### config.mk
export PLATFORM = sky130hd
export DESIGN_NAME = sram_ctl
export DESIGN_NICKNAME = d
export VERILOG_FILES = /design/src/rtl/sram_ctl.sv
export SDC_FILE = /design/constraint.sdc
export NUM_CORES = 1
export LEC_CHECK = 0
export ABC_CLOCK_PERIOD_IN_PS = 5670
export CORE_ASPECT_RATIO = 0.75
export CORE_MARGIN = 2
export CORE_UTILIZATION = 50
export DETAILED_ROUTE_END_ITERATION = 7
export GPL_TIMING_DRIVEN = 0
export PLACE_DENSITY_LB_ADDON = 0.12
export SLEW_MARGIN = 0
export SYNTH_ARGS = -nofsm -noshare
export SYNTH_HDL_FRONTEND = slang
export SYNTH_SLANG_ARGS = --single-unit
### constraint.sdc
create_clock -name clk -period 5.67 [get_ports clk]
set_clock_uncertainty 0.05 [all_clocks]
set_input_delay 1.134 -clock clk [delete_from_list [all_inputs] [get_ports clk]]
set_output_delay 1.134 -clock clk [all_outputs]
set_load 0.02 [all_outputs]
### src/rtl/sram_ctl.sv
`default_nettype none
// +--------------------------------------------------------------------------+
// | Module   : sram_ctl                                                      |
// | Purpose  : Front-end controller for a simple dual-port RAM. After reset  |
// |            it zero-fills every word, then accepts read/write commands,   |
// |            issues them to the RAM ports and returns read data in order   |
// |            through a 4-entry response FIFO with credit-based flow ctl.   |
// | Ports    : clk, rst            - clock / synchronous active-high reset   |
// |            cmd_*               - command channel (valid/ready)           |
// |            rsp_*               - read-response channel (valid/ready)     |
// |            init_done           - zero-fill finished                      |
// |            ram_ena/wea/addra/dina - RAM write port                       |
// |            ram_enb/addrb/doutb    - RAM read port (1-cycle read latency) |
// | Revision : 1.0 - initial release                                         |
// +--------------------------------------------------------------------------+
module sram_ctl #(
  parameter int ADDR_W = 12,
  parameter int DATA_W = 64
) (
  input  logic              clk,
  input  logic              rst,
  input  logic              cmd_valid,
  output logic              cmd_ready,
  input  logic              cmd_we,
  input  logic [ADDR_W-1:0] cmd_addr,
  input  logic [DATA_W-1:0] cmd_wdata,
  output logic              rsp_valid,
  input  logic              rsp_ready,
  output logic [DATA_W-1:0] rsp_rdata,
  output logic              init_done,
  output logic              ram_ena,
  output logic              ram_wea,
  output logic [ADDR_W-1:0] ram_addra,
  output logic [DATA_W-1:0] ram_dina,
  output logic              ram_enb,
  output logic [ADDR_W-1:0] ram_addrb,
  input  logic [DATA_W-1:0] ram_doutb
);

  typedef enum logic [0:0] {
    S_INIT = 1'b0,
    S_RUN  = 1'b1
  } state_t;

  state_t            state_q;
  logic [ADDR_W-1:0] init_cnt_q;
  logic [DATA_W-1:0] fifo_q [4];
  logic [1:0]        wr_ptr_q;
  logic [1:0]        rd_ptr_q;
  logic [2:0]        fifo_cnt_q;
  logic [2:0]        fifo_cnt_d;
  // One read is outstanding between the acceptance edge and the edge that
  // captures ram_doutb; it must hold a FIFO slot (credit) while in flight.
  logic              rd_pend_q;

  logic              w_run;
  logic              w_accept;
  logic              w_push;
  logic              w_pop;
  logic [3:0]        w_credits_used;

  assign w_run          = (state_q == S_RUN) && !rst;
  assign w_credits_used = {1'b0, fifo_cnt_q} + {3'b000, rd_pend_q};
  assign cmd_ready      = w_run && (w_credits_used < 4'd4);
  assign w_accept       = cmd_valid && cmd_ready;

  assign init_done = (state_q == S_RUN);
  assign rsp_valid = (fifo_cnt_q != 3'd0);
  assign rsp_rdata = fifo_q[rd_ptr_q];

  assign w_push = rd_pend_q;
  assign w_pop  = rsp_valid && rsp_ready;

  // Write port: zero-fill during INIT, otherwise accepted write commands.
  // Writes go straight to the RAM in the acceptance cycle, so a read accepted
  // on any later cycle observes the new data.
  always_comb begin
    ram_ena   = 1'b0;
    ram_wea   = 1'b0;
    ram_addra = init_cnt_q;
    ram_dina  = '0;
    if (state_q == S_INIT && !rst) begin
      ram_ena = 1'b1;
      ram_wea = 1'b1;
    end else if (w_accept && cmd_we) begin
      ram_ena   = 1'b1;
      ram_wea   = 1'b1;
      ram_addra = cmd_addr;
      ram_dina  = cmd_wdata;
    end
  end

  assign ram_enb   = w_accept && !cmd_we;
  assign ram_addrb = cmd_addr;

  always_comb begin
    fifo_cnt_d = fifo_cnt_q;
    case ({w_push, w_pop})
      2'b10:   fifo_cnt_d = fifo_cnt_q + 3'd1;
      2'b01:   fifo_cnt_d = fifo_cnt_q - 3'd1;
      default: fifo_cnt_d = fifo_cnt_q;
    endcase
  end

  always_ff @(posedge clk) begin
    if (rst) begin
      state_q    <= S_INIT;
      init_cnt_q <= '0;
      wr_ptr_q   <= 2'd0;
      rd_ptr_q   <= 2'd0;
      fifo_cnt_q <= 3'd0;
      rd_pend_q  <= 1'b0;
    end else begin
      case (state_q)
        S_INIT: begin
          // Counter wraps back to 0 after the last word, leaving it ready
          // for the next reset-triggered fill.
          init_cnt_q <= init_cnt_q + ADDR_W'(1);
          if (&init_cnt_q) begin
            state_q <= S_RUN;
          end
        end
        default: state_q <= S_RUN;
      endcase

      rd_pend_q <= w_accept && !cmd_we;

      // ram_doutb is valid during the cycle after the acceptance edge.
      if (w_push) begin
        fifo_q[wr_ptr_q] <= ram_doutb;
        wr_ptr_q         <= wr_ptr_q + 2'd1;
      end
      if (w_pop) begin
        rd_ptr_q <= rd_ptr_q + 2'd1;
      end
      fifo_cnt_q <= fifo_cnt_d;
    end
  end

endmodule
`default_nettype wire

==> metrics list, run 1 <==
- Tmin final: 4.51 ns
* Most common library cell in the layout ignoring fill and taps: clkdlybuf4s50_1
- Diode insertion count for antenna repair: 0
- Pin count of the biggest net entering global routing: 46
- The min-delay analysis places its worst path in the category reg -> reg.
- Routed wire length: 24,900 um
* Worst stage delay on the critical path: roughly 0.65 ns
- All-Layer GR Usage: 21.2%
- The flow ran to the end, and the final reports show no timing, DRC or antenna violations.
- Per report_power, the clock group accounts for 43.5% of the total.
* Buffers inserted during post-CTS setup optimization: 0
- Met1 GRT Util: approximately 28%
- HPWL after detailed placement: approximately 17,000 um
- Critical Path, Cell by Cell: clkdlybuf4s50_1 -> nand2_1 -> and4bb_2 -> buf_4 -> clkbuf_2 -> and2_1 -> clkdlybuf4s50_1
* Slowest library cell on the worst path: clkdlybuf4s50_1
- For this run, asynchronously set or reset flops after synthesis account for 0%.
- The synthesized netlist contains 40 unique library cells.
- Mean instance size in the synthesized netlist: between 15 and 20 um^2
- Switching power total: 779 uW
* Max Clk Rate: roughly 220 MHz
- Effective utilization at floorplan: between 50% and 60%
- At the worst endpoint, the required time is roughly 4.5 ns.
- Actual transition at the worst max-transition pin: approximately 0.66 ns
- In this run the tightest slew margin relative to its limit is 56.3%.
- Once layout is complete, the utilization of the core stands at 72.3%.
- DRT Pass-1 Iters: 6
- Setup total negative slack on the finished layout was measured at 0 ns.
* I/O pins: about 300
- Count of port buffers added during placement: 301
- CTS built an H-tree with a depth of 1.
* Flop and latch count out of synthesis: ~280
* Clock transition time at the flip-flop clock pins of the worst setup and hold paths: 0.06 ns
- The number of nets handed over by synthesis was 707.
* Area of the mapped netlist: 11,000 um^2
* Area of the die: around 23,000 um^2
- Number of antenna violations at the first check in global routing: 0
- Proportion of layout cells with a drive suffix above 1: a little under a fifth
- Startpoint kind of the worst setup timing path: primary input
* Die Y: about 130 um
* Synthesized instance count: roughly 560
* TritonCTS clock tree: built
- The first routing iteration left 470 violations.
* GPL Wtd Cong: roughly 0.9
- Area growth from synthesis to final layout: 40.2%
- The number of clock buffers added by TritonCTS is 26.
- Hold buffers post-CTS: 0
- Clock latency on the worst-skew pair: 0.51 ns
- Power spread over the standard cell area amounts to approximately 280 nW/um^2.
- CP arrival: approximately 3.3 ns
- Part of the cycle the worst path needs: ~80%
* Sequential share of the synthesized area: about three quarters
- Clock tree synthesis selected as its root buffer the cell clkbuf_16.
- Detailed-route wire length per cell: a little over 20 um
- Registers are responsible for approximately 53% of the overall power.
* Final ANT Viol Nets: 0
* Number of synthesized flops with an enable pin: 256
- After detailed routing, the number of remaining DRC violations is 0.
- During synthesis, Yosys emitted a total of 0 warnings.
* Clock Sinks: 279
- Std-Cell Rows: 46
* Max Slew Vio Count: 0
- Final Hold Viols: 0
- Switching Share: roughly 18%
- IR analysis of the VDD net gives a maximum drop of about 240 uV.
* Quantity of gates resized following cts: 0
- For this run, global-route usage on met2 was measured as a little over a third.
- Share of total power in combinational logic: between 3 and 4%
- Max-cap violations in this run came to 0.
- The floorplan step defined a core boundary enclosing about 21,000 um^2.
* Total via count after detailed routing: 6,283
* First-pass GRT wire length: around 38,000 um
- Dominant cell type by count on the critical path: clkdlybuf4s50_1
* Total Nets Final: between 1,000 and 1,500
* Highest-count cells in the layout ignoring fill and taps: 301 x clkdlybuf4s50_1, 256 x edfxtp_1, 64 x mux4_2, 64 x and2_1, 27 x clkbuf_16
- Internal portion of total power: 3.48 mW
- Worst path top cell family by delay: buffers and inverters
* Total congestion overflow: 0
* GRT met3 Usage: 5.29%
- Via count of the first global-routing pass: around 6,600
* Avg Vias per Cell: around 5.3
- The critical path contains buffers and inverters numbering 4 combined.
- Setup violations remaining at the end of the flow were counted as 0.
- Unrepaired setup endpoints after global routing: no
- Leakage component of the power: between 5 and 6 nW
- Maximum fanout encountered on the critical timing path: 10
- Max Root-Sink Buffers: 3
* Busiest layer in global routing: met2
- The design draws between 4 and 5 mW.
- For this run, the leading register cell type out of synthesis is edfxtp_1.
* Crit Path Category: in -> out
- Die span in x: ~180 um
- STA classifies the critical path endpoint as an output port.
cell type report:
cell class	instances	area, um^2
sequential	279	8150
fill	1287	5920
timing repair buffer	305	3120
multi-input combinational	228	2610
clock buffer	31	711
tap	288	360
clock inverter	17	230
buffer	40	228
inverter	8	30.0
logic make-up after synthesis:
group,synth area share (%)
flops,74.0
fa+ha+maj,0.864
mux,14.6
xor+xnor,0.716
buf+inv,2.34
simple gates,6.43
compound gates,1.02
routing by layer:
layer	routed length [um]	share of wire, %
met1	10100	41
met2	12500	50
met3	1890	7.6
met4	397	1.6
met5	0	0
worst min-delay path: stages (launching register included):
cell     delay (ns)
dfxtp_1        0.34
o31ai_1        0.07
a21oi_1        0.06
path summary, 6_finish.rpt:
| kind | start | endpoint | slack (ns) | cells after the start |
|---|---|---|---|---|
| max | cmd_valid | ram_dina[44] | 1.16 | 7 |
| min | init_cnt_q[10] | init_cnt_q[10] | 0.46 | 2 |
| max reg2reg | fifo_cnt_q[0] | fifo_cnt_q[2] | 3.59 | 7 |
| min reg2reg | init_cnt_q[10] | init_cnt_q[10] | 0.46 | 2 |
flip-flops by register name, summed over array words and instances, names as in the netlist, named ones only:
signal,cells
rd_ptr_q,2
fifo_q,256
wr_ptr_q,2
init_done,1
init_cnt_q,12
rd_pend_q,1
fifo_cnt_q,3
power by group through the flow:
stage                     registers [mW]  logic (mW)  clock network [mW]
after floorplan                     2.29      0.0271                   0
after global placement              2.29       0.155                   0
after detailed placement            2.29       0.162                   0
after CTS                           2.25       0.163                1.89
after global routing                2.24       0.172                1.97
final                               2.25       0.162                1.85
per-stage QoR:
step | hold slack, ns | setup WS (ns) | cell area [um^2] | std cells
floorplan | 0.413 | 2.17 | 11000 | 555
global placement | 0.439 | 1.08 | 14400 | 1144
detailed placement | 0.459 | 1.16 | 14500 | 1148
CTS | 0.470 | 1.16 | 15400 | 1196
global route | 0.494 | 1.11 | 15400 | 1196
finish | 0.463 | 1.16 | 15400 | 1196
cells in the mapped netlist, types with 4 or more instances:
master | count | area (um^2)
nor2_1 | 16 | 60.1
o21ai_0 | 4 | 20.0
clkbuf_1 | 5 | 18.8
dfxtp_1 | 23 | 460
inv_1 | 8 | 30.0
buf_2 | 10 | 50.1
clkbuf_2 | 4 | 20.0
nand2_1 | 4 | 15.0
or4_1 | 5 | 37.5
a21oi_1 | 9 | 45.0
buf_1 | 6 | 22.5
mux4_2 | 64 | 1440
mux2_2 | 13 | 146
ha_1 | 6 | 75.1
and2_1 | 68 | 425
edfxtp_1 | 256 | 7690
xor2_1 | 6 | 52.6
nand3_1 | 4 | 20.0
buf_4 | 14 | 105
No activity file was read; power rests on OpenSTA's default activity.
==> inputs of run 2 (changes only) <==
--- a/config.mk
+++ b/config.mk
@@ -5,10 +5,10 @@
 export SDC_FILE = /design/constraint.sdc
 export NUM_CORES = 1
 export LEC_CHECK = 0
-export ABC_CLOCK_PERIOD_IN_PS = 5670
+export ABC_CLOCK_PERIOD_IN_PS = 4600
 export CORE_ASPECT_RATIO = 0.75
 export CORE_MARGIN = 2
-export CORE_UTILIZATION = 50
+export CORE_UTILIZATION = 48
 export DETAILED_ROUTE_END_ITERATION = 7
 export GPL_TIMING_DRIVEN = 0
 export PLACE_DENSITY_LB_ADDON = 0.12
==> constraint.sdc (replaced) <==
create_clock -name clk -period 4.6 [get_ports clk]
set_clock_uncertainty 0.05 [all_clocks]
set_input_delay 0.92 -clock clk [delete_from_list [all_inputs] [get_ports clk]]
set_output_delay 0.92 -clock clk [all_outputs]
set_load 0.02 [all_outputs]
==> run 2 against run 1 <==
Sequential cell count is the same. Sequential share of layout area shrank 0.090 points. Wire length shrank 0.49%. Core utilization shrank 2.9 points. Non-clock buffer count is the same. Critical path type unchanged. Critical endpoint is now ram_dina[39]. Largest cell class unchanged.
==> metrics list, run 2 (synthesis gave the netlist of run 1 again) <==
- Final ANT Viol Nets: 0
* Final-layout worst hold slack: about 0.46 ns
- Total congestion overflow: 0
* Unrepaired setup endpoints after global routing: no
- Quantity of gates resized following cts: 0
- On the critical path the largest part of the delay comes from buffers and inverters.
- Among the stages of the critical path, the cell type that occurs most often is clkdlybuf4s50_1.
- Routed wire length: ~25,000 um
- Final Hold Viols: 0
- The worst-case IR drop observed on VDD is 255 uV.
* Via count of the first global-routing pass: 6,764
* Number of antenna violations at the first check in global routing: 1
- Tmin final: roughly 4.2 ns
- At the end of the flow the core is filled with cells to a little over two thirds.
- For the worst flop-to-flop path, the logic depth is 7.
- In the routed design, unresolved DRC markers number 0.
- Iteration-0 DRC count of the detailed router: approximately 390
* Critical Path, Cell by Cell: clkdlybuf4s50_1 -> nand2_1 -> and4bb_2 -> buf_4 -> clkbuf_2 -> and2_1 -> clkdlybuf4s50_1
- The layout has ~1,400 filler cells.
- Highest-count cells in the layout ignoring fill and taps: 301 x clkdlybuf4s50_1, 256 x edfxtp_1, 64 x mux4_2, 64 x and2_1, 27 x clkbuf_16
- Buffers inserted during post-CTS setup optimization: 0
* Required time worst endpoint: 3.63 ns
* Worst min path class: reg -> reg
- Detailed-route wire length per cell: 20.6 um
- The worst register-to-register path ends at fifo_cnt_q[2].
- Clock-pin slew was measured on the worst setup and hold paths at about 0.07 ns.
- The most critical setup path has its endpoint at ram_dina[39].
- Actual transition at the worst max-transition pin: 0.668 ns
- Hold buffers post-CTS: 0
- The first global-routing pass estimated between 30,000 and 40,000 um of wire.
- In this run the standard cell core region covers roughly 22,000 um^2.
- Count of cell instances traversed by the critical path: 7
* Maximum fanout encountered on the critical timing path: 10
- In the final timing run, aggregate negative setup slack is 0 ns.
- Largest registers ranked by flip-flop count: fifo_q x256, init_cnt_q x12, fifo_cnt_q x3
- The number of slew-limit violations in the final report came to 0.
- The die covers around 24,000 um^2.
* Category of the worst setup path capture point: output port
- Count of port buffers added during placement: between 300 and 400
- Max-cap viol count: 0
- Clock buffer count from CTS: 26
- The worst path uses 91.5% of the clock period.
- The number of placed instances, taps included, is 1,154.
- In this run the worst setup path begins at cmd_valid.
- Total Nets Final: approximately 1,000
- Startpoint kind of the worst setup timing path: primary input
* Dpl ws: 0.381 ns
- Counting along the longest clock path gives a buffer depth of 3.
- Total via count after detailed routing: about 6,200
* Register-to-register path setup slack: approximately 2.5 ns
- Final setup fails: 0
- Relative to the synthesized area, the layout overhead comes to 40.5%.
* Std-Cell Rows: 47
- Timing would allow up to between 200 and 250 MHz.
- Once routing completed, OpenROAD measured the worst setup slack at about 0.4 ns.
* Slowest library cell on the worst path: clkdlybuf4s50_1
- The run finished with clean final reports.
- Largest register by flop count: fifo_q
- Proportion of layout cells with a drive suffix above 1: between 15 and 20%
- For this run, the detailed router's first-pass iteration total came to 4.
- Crit Path Category: in -> out
- In this run the number of H-tree levels came out at 1.
- Leakage component of the power: between 5 and 6 nW
- Leaving out fill and tap cells, the most frequent cell in the layout is clkdlybuf4s50_1.
- GPL Wtd Cong: 0.961
- TritonCTS clock tree: built
* I/O pins: just over 300
* HPWL after detailed placement: approximately 17,000 um
- All-Layer GR Usage: 20.8%
- Data on the critical path arrives at its endpoint at around 3.2 ns.
- Max reg flops: between 200 and 300
- The cell sitting at the root of the clock tree is a clkbuf_16.
- Die span in x: around 180 um
* Diode insertion count for antenna repair: 0
- Together, buffers and inverters on the worst path number 4.
- Entering global routing, the biggest net connects between 40 and 50 pins.
* Effective utilization at floorplan: 49.4%
* Clock Sinks: between 200 and 300
* Clock latency on the worst-skew pair: between 0.5 and 0.6 ns
- Die Y: approximately 140 um
* PwrDens: between 300 and 400 nW/um^2
- Once layout is complete, the cells apart from fillers number between 1,000 and 1,500.
* Avg Vias per Cell: 5.18
* Worst stage delay on the critical path: ~0.70 ns
- Max-slew headroom: between 50% and 60%
- The worst register-to-register path begins at fifo_cnt_q[0].
## run 2: cell types whose count changed in the layout (fill, tap and decap cells not counted), sizes merged
| cell | previous run | this run |
|---|---|---|
| clkbuf | 40 | 37 |
| clkinvlp | 4 | 1 |
| clkinv | 8 | 12 |
| bufinv | 5 | 7 |
## run 2: worst min path at each step
| stage | startpoint | end | slack, ns | cells past startpoint |
|---|---|---|---|---|
| 6_report | init_cnt_q[10] | init_cnt_q[10] | 0.46 | 2 |
| 5_1_grt | init_cnt_q[10] | init_cnt_q[10] | 0.50 | 2 |
| 4_1_cts | init_cnt_q[10] | init_cnt_q[10] | 0.46 | 2 |
| 3_5_place_dp | init_cnt_q[10] | init_cnt_q[10] | 0.45 | 2 |
| 3_3_place_gp | init_cnt_q[10] | init_cnt_q[10] | 0.43 | 2 |
| 2_1_floorplan | init_cnt_q[10] | init_cnt_q[10] | 0.41 | 2 |
## run 2: layout make-up
| type | instances | area, um^2 | share of cell area, % |
|---|---|---|---|
| inverters | 8 | 30.0 | 0.194 |
| flip-flops and latches | 279 | 8150 | 52.7 |
| clock inverters | 20 | 273 | 1.76 |
| clock buffers | 28 | 679 | 4.39 |
| multi-input cells | 228 | 2610 | 16.9 |
| plain buffers | 40 | 228 | 1.47 |
| well taps | 294 | 368 | 2.38 |
| repair buffers | 305 | 3120 | 20.2 |
## run 2: where the power goes
| group | internal, mW | switching, mW | total, mW |
|---|---|---|---|
| combinational | 0.134 | 0.0648 | 0.198 |
| clock | 1.46 | 0.877 | 2.33 |
| sequential | 2.77 | 0.00290 | 2.77 |
## run 2: stage by stage
stage,instance area [um^2],total power [mW]
6_report,15500,5.30
5_1_grt,15500,5.46
4_1_cts,15500,5.35
3_5_place_dp,14500,3.02
3_3_place_gp,14400,3.01
2_1_floorplan,11000,2.86
## run 2: worst register-to-register path, stage by stage, from the launching register on
cell	delay, ns
dfxtp_1	0.44
o31a_1	0.21
ha_1	0.20
inv_1	0.06
fa_1	0.38
xor2_1	0.17
or3_1	0.34
a21oi_1	0.18
## run 2: routing by layer
layer	up-vias	GRT usage [%]	part of all wire [%]
li1	2852	-	-
met1	3101	26.9	39
met2	239	36.1	51
met3	35	4.71	8.1
met4	2	4.65	1.9
met5	-	0	0.065
==> inputs of run 3 (changes only) <==
--- a/config.mk
+++ b/config.mk
@@ -5,10 +5,10 @@
 export SDC_FILE = /design/constraint.sdc
 export NUM_CORES = 1
 export LEC_CHECK = 0
-export ABC_CLOCK_PERIOD_IN_PS = 4600
+export ABC_CLOCK_PERIOD_IN_PS = 5250
 export CORE_ASPECT_RATIO = 0.75
 export CORE_MARGIN = 2
-export CORE_UTILIZATION = 48
+export CORE_UTILIZATION = 50
 export DETAILED_ROUTE_END_ITERATION = 7
 export GPL_TIMING_DRIVEN = 0
 export PLACE_DENSITY_LB_ADDON = 0.12
==> constraint.sdc (replaced) <==
create_clock -name clk -period 5.25 [get_ports clk]
set_clock_uncertainty 0.05 [all_clocks]
set_input_delay 1.05 -clock clk [delete_from_list [all_inputs] [get_ports clk]]
set_output_delay 1.05 -clock clk [all_outputs]
set_load 0.02 [all_outputs]
==> results of run 3 <==
The final DEF is identical to that of run 1. Status: finished, final reports clean.
Among the figures that moved: setup slack after placement 1.16 ns -> 0.912 ns; setup slack after layout 1.16 ns -> 0.906 ns; register-to-register setup slack 3.59 ns -> 3.17 ns; total power 4.26 mW -> 4.60 mW; worst IR drop on VDD 239 uV -> 258 uV
